## src/rtl/maxpool_stage.sv

```systemverilog
// Streaming 2x2 signed max-pooling stage: pairs columns in a hold register, keeps
// a half-row line buffer of pair maxima and emits one pooled maximum per window.
module maxpool_stage #(
    parameter int DW   = 16,
    parameter int COLS = 8,
    parameter int ROWS = 8
) (
    input  logic                 clk,
    input  logic                 rst,
    input  logic                 start,
    input  logic                 inValid,
    input  logic signed [DW-1:0] inData,
    output logic                 inReady,
    output logic                 outValid,
    output logic signed [DW-1:0] outData,
    output logic                 done
);

    localparam int CW = (COLS > 1) ? $clog2(COLS) : 1;
    localparam int RW = (ROWS > 1) ? $clog2(ROWS) : 1;
    localparam int HN = COLS / 2;
    localparam int HW = (HN > 1) ? $clog2(HN) : 1;
    localparam logic [CW-1:0] COL_LAST = CW'(COLS - 1);
    localparam logic [RW-1:0] ROW_LAST = RW'(ROWS - 1);

    typedef enum logic [1:0] {IDLE, RUN, DONE} state_t;

    state_t               state;
    state_t               state_nxt;
    logic [CW-1:0]        col;
    logic [RW-1:0]        row;
    logic signed [DW-1:0] hold;
    logic signed [DW-1:0] lbuf [HN];
    logic signed [DW-1:0] pm;
    logic [HW-1:0]        lidx;
    logic                 acc;
    logic                 last;

    function automatic logic signed [DW-1:0] smax(input logic signed [DW-1:0] a,
                                                  input logic signed [DW-1:0] b);
        return (a >= b) ? a : b;
    endfunction

    assign acc  = inValid & inReady;
    assign last = (row == ROW_LAST) && (col == COL_LAST);
    assign lidx = HW'(col >> 1);
    assign pm   = smax(hold, inData);

    always_comb begin
        state_nxt = state;
        case (state)
            IDLE:    if (start) state_nxt = RUN;
            RUN:     if (acc && last) state_nxt = DONE;
            DONE:    state_nxt = IDLE;
            default: state_nxt = IDLE;
        endcase
    end

    // Control: state, registered state decodes and frame position counters.
    always_ff @(posedge clk or negedge rst) begin
        if (!rst) begin
            state   <= IDLE;
            inReady <= 1'b0;
            done    <= 1'b0;
            col     <= '0;
            row     <= '0;
        end else begin
            state   <= state_nxt;
            inReady <= (state_nxt == RUN);
            done    <= (state_nxt == DONE);
            if (state == IDLE && start) begin
                col <= '0;
                row <= '0;
            end else if (acc) begin
                if (col == COL_LAST) begin
                    col <= '0;
                    row <= row + 1'b1;
                end else begin
                    col <= col + 1'b1;
                end
            end
        end
    end

    // Output stage: bottom-right sample of a window completes the 2x2 maximum.
    always_ff @(posedge clk or negedge rst) begin
        if (!rst) begin
            hold     <= '0;
            outValid <= 1'b0;
            outData  <= '0;
        end else begin
            outValid <= acc & row[0] & col[0];
            if (acc && !col[0])
                hold <= inData;
            if (acc && row[0] && col[0])
                outData <= smax(lbuf[lidx], pm);
        end
    end

    // Every entry is rewritten on an even row before its odd-row read, so no reset.
    always_ff @(posedge clk) begin
        if (acc && !row[0] && col[0])
            lbuf[lidx] <= pm;
    end

endmodule

```

## config.mk

```make
export PLATFORM = sky130hd
export DESIGN_NAME = maxpool_stage
export DESIGN_NICKNAME = d
export VERILOG_FILES = /design/src/rtl/maxpool_stage.sv
export SDC_FILE = /design/constraint.sdc
export NUM_CORES = 1
export LEC_CHECK = 0
export CAP_MARGIN = 20
export CORE_UTILIZATION = 50
export DETAILED_ROUTE_END_ITERATION = 10
export PLACE_DENSITY = 0.73
export RECOVER_POWER = 50
export SLEW_MARGIN = 40
export SYNTH_ARGS = -nofsm -noshare
export SYNTH_HDL_FRONTEND = slang
export SYNTH_SLANG_ARGS = --single-unit
```

## constraint.sdc

```tcl
create_clock -name clk -period 5.3 [get_ports clk]
set_input_delay 1.06 -clock clk [delete_from_list [all_inputs] [get_ports clk]]
set_output_delay 1.06 -clock clk [all_outputs]
set_load 0.03 [all_outputs]
```

==> flow_metrics.py <==
metrics = {
    "cells_and_area": {
        "number_of_non_filler_instances_in_the_completed_layout": 575,
        "fillers": 807,
        "layout-drive-gt1-share": 0.149,
        "postLayoutCellArea_um2": 6000,
        "multi_input_area_um2": 1990,
        "num-nets-final": 493,
        "area.growth.synth_to_final_pct": 15.7,
        "antenna-diode-count": 0,
        "register_area_um2": 3000,
        "finalCoreUtilization": 0.605,
    },
    "setup_path": {
        "reg2reg_setup_slack_ps": 1040,
        "endpoint_kind": "register",
        "crit_arrival_ps": 5320,
        "timing.critical_path.fanout_max": 11,
        "timing.setup.critical_path_class": "primary input to register",
        "required_ps": 5530,
        "crit_path_start_kind": "primary input",
    },
    "clock_network": {
        "post_cts_buffers": 0,
        "ctsHoldBuffers": 0,
        "clock_buffer_depth": 2,
        "cts_root_buffer": "clkbuf_8",
        "clkTransAtPathRegs_ps": 100,
        "tritoncts": "yes",
        "htree_num_levels": 3,
        "cts_resized": 0,
        "clk_latency_ps": 380,
        "cts.sink_count": 107,
        "tritoncts.num_buffers": 9,
    },
    "timing": {
        "worst_slew_margin_rel": -0.669,
        "fmaxAchievable_mhz": 197,
        "grt_setup_unrepaired": "false",
        "finalCritPeriodShare": 0.959,
        "tightestPinTransition_ps": 2500,
        "final.setup_skew_ps": 14.8,
        "final.min_clock_period_ps": 5080,
        "number_of_hold_slack_violations_in_the_final_timing_report": 0,
        "report.final.slew_viol_count": 44,
        "final-setup-viol-count": 0,
    },
    "detailed_routing": {
        "count_of_nets_left_with_antenna_violations_after_detail_routing": 0,
        "route.detailed.drc": 0,
        "route.detailed.vias_per_inst": 5.80,
        "drt-pass1-iter-count": 4,
        "postRouteWirelength_um": 11100,
        "wl_per_cell_um": 19.3,
        "drt_first_iter_violations": 178,
        "via_count": 3335,
    },
    "synthesis": {
        "ys_seq_elements": 107,
        "synth_top_area_frac": 0.371,
        "synthTopCellsByCount": "edfxtp_1, nand2_1, dfrtp_1",
        "synth_largest_area_cell": "edfxtp_1",
        "number_of_flops_mapped_to_enable_cells_by_yosys": 64,
        "synth_nets": 442,
        "synthesis.area_per_instance_um2": 13.4,
        "yosys_most_used_dff": "edfxtp_1",
        "postSynth.asyncResetShare": 0.402,
        "synthCells": 386,
        "count_of_warnings_emitted_by_yosys": 0,
        "synth.lib_cells_used.distinct": 47,
        "netlist_area_um2": 5180,
        "post_synth_main_area_contributors": "edfxtp_1, dfrtp_1, ha_1",
        "yosysMostFrequentCell": "edfxtp_1",
        "yosysSeqAreaShare": 0.578,
    },
    "placed_design": {
        "post-place-cells": 559,
        "port_buffers": 38,
        "placed_area_um2": 5810,
        "routabilityCongestion": 0.870,
        "post-dp-hpwl_um": 7620,
    },
    "global_route": {
        "grtUsageMet2": 0.344,
        "top_usage_layer": "met2",
        "grt_antenna_before_repair": 0,
        "grt_use_total": 0.219,
        "use_met1": 0.308,
        "grt_util_met3": 0.0453,
        "grt_start_max_net_pins": 44,
        "first_global_vias": 3419,
        "grt_overflow": 0,
        "grt_first_pass_wirelength_um": 17800,
    },
    "power": {
        "power_leakage_nw": 2.45,
        "peakVddDrop_mv": 0.276,
        "combPwrFrac": 0.452,
        "switchingPower_mw": 1.29,
        "share_seq_of_total_power": 0.387,
        "p_int_mw": 2.02,
        "switching_power_share_of_the_total": 0.390,
        "clock_power_share": 0.160,
        "power_dens_cells_nw_per_um2": 552,
    },
    "die": {
        "die_h_um": 104,
        "design.portCount": 39,
        "core-area_um2": 9910,
        "placement_rows": 36,
        "initial_utilization": 0.523,
        "die_w_um": 104,
        "floorplan_die_area_um2": 10800,
    },
    "outcome": {
        "status": "finished with violations",
        "violations": "capacitance limit, slew limit",
    },
    "job": {
        "cap_violations": 1,
    },
    "hold_path": {
        "hp-class": "register to register",
    },
}
[cells in the final DEF (no fill, tap or decap), types with 4 or more instances in the layout]
cell type and instances:
clkdlybuf4s50_1 16, clkbuf_8 10, mux2i_1 5, ha_1 36
inv_1 34, mux2i_4 7, nand4_1 4, nand3_1 6
dlygate4sd3_1 21, o21ai_0 18, nand2_1 60, edfxtp_1 64
clkbuf_1 4, nor2_1 8, buf_4 13, o221ai_1 15
dfrtp_1 42, mux4_2 16, a21oi_1 14
[cell type report]
type	instances	share of cell area
flip-flops and latches	107	0.500
multi-input cells	230	0.332
repair buffers	54	0.0832
well taps	133	0.0277
clock buffers	11	0.0236
inverters	35	0.0219
clock inverters	5	0.0113
[sequential cells by signal, summed over array words and instances (netlist names)]
name / cells
hold: 16
inReady: 1
outData: 16
row: 3
col: 3
outValid: 1
lbuf: 64
done: 1
state: 2
[cell families (layout without fill, tap and decap cells)]
family | count (synthesis) | after routing | share of synthesized area
DFF | 107 | 107 | 0.578
adders and majority gates | 36 | 36 | 0.0869
xor gates and xnor gates | 1 | 1 | 0.00169
muxes | 33 | 33 | 0.122
AOI/OAI and AO/OA | 62 | 62 | 0.0811
and+or+nand+nor | 98 | 98 | 0.0898
buffers and inverters | 49 | 105 | 0.0403
[final timing paths]
kind                                  start           to  depth (start not counted)
worst max-delay path              inData[8]  outData[11]                         19
worst min-delay path            outData[10]  outData[10]                          2
worst max register to register      hold[7]  outData[11]                         17
worst min register to register  outData[10]  outData[10]                          2
max in group asynchronous               rst       col[2]                          1
min in group asynchronous               rst     state[0]                          1
[worst max-delay path, cell delays in order]
cell             delay [ps]
clkdlybuf4s50_1         560
inv_1                    90
ha_1                    300
and3_1                  170
nand4_1                 130
a31oi_1                  50
or4b_1                  480
o22a_1                  220
buf_4                   240
mux2i_4                 230
ha_1                    300
nor2b_1                 140
o211ai_1                100
a311o_1                 370
a21oi_1                 210
o221ai_2                190
nand2_1                 130
buf_4                   220
o221ai_1                140
[per-layer routing]
| layer | routed length [um] | up-vias |
|---|---|---|
| met3 | 503 | 13 |
| met4 | 135 | 0 |
| met1 | 5060 | 1702 |
| met2 | 5380 | 89 |
| met5 | 0 | - |
| li1 | - | 1531 |
[power groups by stage]
stage | clock [mW] | combinational [mW] | sequential (mW)
after floorplan | 0 | 0.940 | 1.33
after global placement | 0 | 1.46 | 1.29
after detailed placement | 0 | 1.51 | 1.30
after CTS | 0.543 | 1.51 | 1.29
after global routing | 0.574 | 1.63 | 1.30
final | 0.530 | 1.50 | 1.28
[per-stage QoR]
stage / TNS (ps) / hold WS (ps) / power (mW) / worst slack [ps]
finish: 0 / 517 / 3.31 / 215
global route: 0 / 543 / 3.51 / 50.3
global placement: 0 / 490 / 2.75 / 79.8
floorplan: 0 / 468 / 2.27 / 553
detailed placement: -1900 / 496 / 2.82 / -155
CTS: 0 / 514 / 3.34 / 257
(Power assumes the default switching activity.)
